$ cat config.mk
export PLATFORM = sky130hd
export DESIGN_NAME = bcd_countdown_converter
export DESIGN_NICKNAME = d
export VERILOG_FILES = /design/src/rtl/bcd_countdown_converter.sv
export SDC_FILE = /design/constraint.sdc
export NUM_CORES = 1
export LEC_CHECK = 0
export BUFFER_PORTS_ARGS = -buffer_cell sky130_fd_sc_hd__buf_2
export CAP_MARGIN = 30
export CELL_PAD_IN_SITES_DETAIL_PLACEMENT = 1
export CELL_PAD_IN_SITES_GLOBAL_PLACEMENT = 1
export CORE_MARGIN = 5
export CORE_UTILIZATION = 40
export DETAILED_ROUTE_END_ITERATION = 10
export PLACE_DENSITY_LB_ADDON = 0.05
export SLEW_MARGIN = 10
export SYNTH_ARGS = -nofsm -noshare
export SYNTH_HDL_FRONTEND = slang
export SYNTH_SLANG_ARGS = --single-unit
$ cat constraint.sdc
create_clock -name clk_i -period 1.6 [get_ports clk_i]
set_input_delay 0.16 -clock clk_i [delete_from_list [all_inputs] [get_ports clk_i]]
set_output_delay 0.16 -clock clk_i [all_outputs]
set_load 0.03 [all_outputs]
$ cat src/rtl/bcd_countdown_converter.sv
// Binary-to-packed-BCD converter for the countdown display path.
// Range-limits the input, then runs shift-add-3 one input bit per clock.
module bcd_countdown_converter #(
    parameter int unsigned WIDTH    = 6,
    parameter int unsigned DIGITS   = 2,
    parameter int unsigned MAX_VAL  = 59,
    parameter bit          OVF_MODE = 1'b0
) (
    input  logic                  clk_i,
    input  logic                  rst_i,
    input  logic                  start_i,
    input  logic [WIDTH-1:0]      data_i,
    output logic                  busy_o,
    output logic                  valid_o,
    output logic [4*DIGITS-1:0]   bcd_o,
    output logic                  ovf_o
);

    localparam int unsigned BcdW = 4 * DIGITS;
    localparam int unsigned CntW = (WIDTH + 1 > 2) ? $clog2(WIDTH + 1) : 1;
    localparam logic [WIDTH-1:0] MaxLim  = WIDTH'(MAX_VAL);
    localparam logic [CntW-1:0]  CntLoad = CntW'(WIDTH);

    typedef enum logic [1:0] {
        StIdle,
        StShift,
        StDone
    } state_e;

    state_e state_q, state_d;

    logic [WIDTH-1:0] bin_q, bin_d;
    logic [BcdW-1:0]  acc_q, acc_d;
    logic [CntW-1:0]  cnt_q, cnt_d;
    logic             ovf_flag_q, ovf_flag_d;
    logic [BcdW-1:0]  bcd_q, bcd_d;
    logic             ovf_out_q, ovf_out_d;

    logic             in_range;
    logic [WIDTH-1:0] lim;
    logic [BcdW-1:0]  acc_adj;
    logic [BcdW+WIDTH-1:0] shifted;

    // Range limit applied before conversion so the accumulator never overflows.
    always_comb begin
        in_range = (data_i <= MaxLim);
        if (in_range) begin
            lim = data_i;
        end else if (OVF_MODE) begin
            lim = MaxLim;
        end else begin
            lim = '0;
        end
    end

    always_comb begin
        acc_adj = acc_q;
        for (int i = 0; i < int'(DIGITS); i++) begin
            if (acc_q[4*i +: 4] >= 4'd5) begin
                acc_adj[4*i +: 4] = acc_q[4*i +: 4] + 4'd3;
            end
        end
    end

    assign shifted = {acc_adj[BcdW-2:0], bin_q, 1'b0};

    // State and datapath registers
    always_ff @(posedge clk_i) begin
        if (rst_i) begin
            state_q    <= StIdle;
            bin_q      <= '0;
            acc_q      <= '0;
            cnt_q      <= '0;
            ovf_flag_q <= 1'b0;
            bcd_q      <= '0;
            ovf_out_q  <= 1'b0;
        end else begin
            state_q    <= state_d;
            bin_q      <= bin_d;
            acc_q      <= acc_d;
            cnt_q      <= cnt_d;
            ovf_flag_q <= ovf_flag_d;
            bcd_q      <= bcd_d;
            ovf_out_q  <= ovf_out_d;
        end
    end

    always_comb begin
        state_d = state_q;
        unique case (state_q)
            StIdle:  if (start_i) state_d = StShift;
            StShift: if (cnt_q == '0) state_d = StDone;
            StDone:  state_d = StIdle;
            default: state_d = StIdle;
        endcase
    end

    // The cycle after the last shift publishes the result while entering DONE.
    always_comb begin
        bin_d      = bin_q;
        acc_d      = acc_q;
        cnt_d      = cnt_q;
        ovf_flag_d = ovf_flag_q;
        bcd_d      = bcd_q;
        ovf_out_d  = ovf_out_q;
        unique case (state_q)
            StIdle: begin
                if (start_i) begin
                    bin_d      = lim;
                    acc_d      = '0;
                    cnt_d      = CntLoad;
                    ovf_flag_d = ~in_range;
                end
            end
            StShift: begin
                if (cnt_q != '0) begin
                    acc_d = shifted[BcdW+WIDTH-1:WIDTH];
                    bin_d = shifted[WIDTH-1:0];
                    cnt_d = cnt_q - 1'b1;
                end else begin
                    bcd_d     = acc_q;
                    ovf_out_d = ovf_flag_q;
                end
            end
            default: ;
        endcase
    end

    always_comb begin
        busy_o  = (state_q == StShift);
        valid_o = (state_q == StDone);
        bcd_o   = bcd_q;
        ovf_o   = ovf_out_q;
    end

endmodule
* Yosys cells after proc, flatten, opt, wreduce, memory -nomap -nowiden *
Cells that the tools add are included.

word-level totals
  word-level logic and storage cells = 43
  flip-flop bits (word level) = 29
  input bits = 9
  output and inout bits = 11

operators by class
  add/subtract/negate cells = 3
  muxes and demuxes = 15
  order comparisons = 3
  bitwise gates (word level) = 2
  equality and inequality tests = 5
  reductions and logical operators = 8

operators with widths
  operator                                                                number
  6-bit two-way mux                                                       3
  8-bit two-way mux                                                       2
  8-bit case mux with 2 select lines                                      1
  6-bit case mux with 2 select lines                                      1
  3-bit two-way mux                                                       3
  4-bit by 3-bit >= comparator with 1-bit output (second input constant)  2
  6-bit less-or-equal comparator (second input constant)                  1
  3-bit case mux with 2 select lines                                      1
  2-bit AND reduction                                                     3
  4-bit by 2-bit adder with 4-bit output (second input constant)          1
  2-bit two-way mux                                                       2
  4-bit two-way mux                                                       1
  2-bit by 1-bit != test with 1-bit output (second input constant)        2
  2-bit case mux with 2 select lines                                      1
  3-bit by 2-bit adder with 3-bit output (second input constant)          1
  3-bit zero test                                                         1
  3-bit AND reduction                                                     1
  3-bit nonzero test                                                      1
  3-bit by 1-bit subtractor with 3-bit output (second input constant)     1
  2-bit by 1-bit == test with 1-bit output (second input constant)        1
  2-bit == test (second input constant)                                   1
  2-bit zero test                                                         1
  2-bit != test (second input constant)                                   1
  1-bit inverter                                                          2
  2-bit nonzero test                                                      1

* Depth between registers and ports, before layout *
  depth after elaboration = 4
  gate-level depth with buffers = 7

* Worst setup path after synthesis *
OpenSTA, ideal clock, no wires.

  path kind = reg-to-reg
  start = register cnt_q[0]
  end = register bin_q[4]
  arrival time = 1267 ps
  data required time = 1472 ps
  setup slack = 205 ps
  clock period less this slack = 1395 ps
  buffers on the path = 1
  cell stages (with the launch flop) = 8
  cell sequence = dfxtp_1 > inv_1 > ha_1 > and2b_2 > nor2_4 > buf_4 > a222oi_1 > nor2_1

on the way
  longest elaborated chain between the ends = 3

RTL lines
  what                                                line  source
  from (decl)                                         34    logic [CntW-1:0] cnt_q, cnt_d;
  from (signal assigned)                              81    cnt_q <= cnt_d;
  3-bit nonzero test                                  116   if (cnt_q != '0) begin
  2-bit by 1-bit != test with 1-bit output (no line)  --
  3-bit AND reduction (no line)                       --
  to (signal assigned)                                79    bin_q <= bin_d;
  to (decl)                                           32    logic [WIDTH-1:0] bin_q, bin_d;

No other way between the ends.
A chain may end at the register's enable or synchronous reset.

* Worst setup path after layout *
  start = register cnt_q[0]
  end = register bin_q[2]

Same word-level chain as after synthesis.

==> impl_metrics.toml <==
[synthesis]
synth_seq_area_share_pct = 45.4
postSynthRegisterBits = 29
most_instantiated_cells_after_synthesis = "dfxtp_1 (29), nand2_1 (22), nor2_1 (13)"
main_flop_type_after_synthesis = "dfxtp_1"
yosys.area.top_type_share_pct = 45.4
yosys_warnings = 0
synth_area_per_cell_um2 = 9.12
post_synthesis_instance_area_um2 = 1280
ys_top_cells_by_area = "dfxtp_1 (45%), nand2_1 (6.5%), ha_1 (5.9%), a21oi_1 (4.7%), a222oi_1 (3.9%)"
post_synth_num_cell_types = 33
postSynth.asyncResetShare_pct = 0
synth_fp_nets = 155
postSynthCellCount = 140
synth_enable_flop_cells = 0
yosys.cell_count.top_type = "dfxtp_1"
synth.largest_area_cell = "dfxtp_1"

[finish]
drive_gt1_share_pct = 31.2
final_nets = 184
number_of_standard_cells_in_the_layout_taps_in_and_fillers_out = 214
syn_to_final_growth_pct = 22.2
postLayoutCellArea_um2 = 1560
diodes = 0
final_core_utilization_pct = 51.1
fillerInstances = 383

[grt]
grt_first_pass_wirelength_um = 5350
grtUsageTotal_pct = 16.3
grt_start_max_net_pins = 16
grt_remaining_overflow = 0
antenna_found_initial = 0
number_of_global_route_vias_before_repair = 1145

[clocking]
holdBufCountCts = 0
cts_tree = "built"
insertion_delay_ns = 0.33
ctsLongestPathBuffers = 2
cts_buffers = 5
clk_root_buffer_cell = "clkbuf_4"
path_clk_slew_ns = 0.08
clkSinkCount = 29
cts_htree_levels = 2

[setup_path]
cp_data_arrival_time_ns = 1.71
type_of_destination_of_the_critical_path = "flop"
cpPeakStageDelay_ns = 0.34
kind_of_launch_point_of_the_worst_setup_path = "flop"
crit_required_ns = 1.81
worst_path_max_delay_cell = "dfxtp_2"
worstPathMaxFanout = 9
worst-r2r-cell-count = 7
path_class = "flop to flop"
timing.critical_path.max_delay_family = "simple AND/OR/NAND/NOR gates"
cp.depth = 7
critical_path_buffers_and_inverters = 2
cp_cell_sequence = "inv_2 -> ha_4 -> and2b_2 -> nor2_4 -> buf_4 -> a222oi_1 -> nor2_1"

[placement]
dpl.hpwl_um = 2360
gp_congestion = 0.722
place_inst = 202
placed_cell_area_um2 = 1440
io_buffers = 19

[route]
ant_nets = 0
drt-pass1-iter-count = 4
first_iter_violations = 76
via_count = 1108
routed_via_count_divided_by_cell_count = 5.18
drt_drc_violations_left = 0
wl_per_cell_um = 14.4
postRouteWirelength_um = 3080

[timing]
worst_pin_slew_ns = 0.401
min_period_ns = 1.50
period_share_pct = 93.7
finClkSkew_ns = 0.00407
timing.final.max_slew_violations = 0
finalSetupViolCount = 0
finalHoldViolations = 0
slew_headroom_pct = 73.1
max_freq_ghz = 0.667
totalNegativeSetupSlack_ns = 0

[floorplanning]
io-pin-count = 20
core.rowCount = 20
die-width_um = 66.5
fp.dieArea_um2 = 4420
initial_core_utilization_pct = 41.8
floorplan.core_area_um2 = 3050
die-height_um = 66.5

[power]
total_power_mw = 1.53
power.leakage_nw = 0.638
peakVddDrop_v = 0.000697
power_density_nw_per_um2 = 981

[min_path]
holdPathStages = 3
hold_path_class = "input port to flop"

[job]
drv.max_cap_violation_count = 0

[run_status]
status = "completed"
[sequential cells by signal, summed over array words and instances (netlist names)]
signal      cells
bcd_o           8
state_q         2
ovf_flag_q      1
ovf_o           1
bin_q           6
cnt_q           3
acc_q           8
[layer usage]
| layer | track usage [%] | vias to the layer above | wire (µm) |
|---|---|---|---|
| met1 | 17.8 | 527 | 1320 |
| met3 | 6.07 | 8 | 130 |
| li1 | - | 549 | - |
| met5 | 0 | - | 0 |
| met2 | 28.4 | 24 | 1560 |
| met4 | 6.09 | 0 | 64 |
[cells in the final DEF, fill, tap and decap left out, types with 2 or more instances in the layout]
cell type / n
a31oi_1: 2
mux2i_1: 2
a21oi_2: 3
nand3_1: 4
a22oi_1: 2
nand2b_1: 4
and2b_2: 2
a21oi_1: 10
inv_2: 2
inv_1: 5
clkbuf_8: 2
o21ai_0: 2
ha_1: 5
xnor2_1: 2
nand2_1: 22
nor3_1: 2
dfxtp_1: 27
a222oi_1: 5
buf_2: 19
nor2_1: 13
a22o_1: 5
clkbuf_4: 5
buf_4: 8
dfxtp_2: 2
[tightest hold or removal path, cell delays in order]
cell,delay [ns]
buf_2,0.08
a22oi_1,0.06
nor2_1,0.07
[cells by family (layout without fill, tap and decap cells)]
group / count (synthesis) / after routing / synth area share, %
AO/OA/AOI/OAI: 32 / 32 / 17.6
XOR/XNOR: 2 / 2 / 1.37
adder cells (fa/ha/maj): 6 / 6 / 5.88
buffers and inverters: 14 / 44 / 5.58
flip-flops: 29 / 29 / 45.4
multiplexers: 3 / 3 / 2.45
AND/OR/NAND/NOR: 54 / 54 / 21.6
[where the power goes]
part | leakage [nW] | total, mW | internal (mW) | switching [mW]
Clock | 0.0413 | 0.503 | 0.254 | 0.248
Sequential | 0.236 | 0.771 | 0.749 | 0.0216
Combinational | 0.361 | 0.259 | 0.113 | 0.145
[through the flow]
| step | hold slack, ns | setup WS [ns] |
|---|---|---|
| 2_1_floorplan | 0.306 | 0.205 |
| 3_3_place_gp | 0.412 | 0.139 |
| 3_5_place_dp | 0.426 | 0.0274 |
| 4_1_cts | 0.0743 | 0.0133 |
| 5_1_grt | 0.0817 | -0.00768 |
| 6_report | 0.0812 | 0.101 |
[final cells by class]
| class | instances | area (µm²) | area share, % |
|---|---|---|---|
| clock buffer | 7 | 65.1 | 4.17 |
| clock inverter | 1 | 5.00 | 0.321 |
| inverter | 8 | 32.5 | 2.08 |
| multi-input combinational | 97 | 646 | 41.3 |
| sequential | 29 | 583 | 37.3 |
| tap | 44 | 55.1 | 3.53 |
| timing repair buffer | 28 | 175 | 11.2 |
[path summary, 6_finish.rpt]
check                                from        to  slack [ns]
worst max-delay path             cnt_q[0]  bin_q[2]        0.10
worst min-delay path            data_i[0]  bin_q[0]        0.08
worst max register to register   cnt_q[0]  bin_q[2]        0.10
worst min register to register   bcd_o[5]  bcd_o[5]        0.46
[repair_timing]
action                                  4_1_cts  5_1_grt
resized for setup                             0        9
endpoints found under the setup margin        0       11
setup buffers                                 0        4
(Power assumes the default switching activity.)
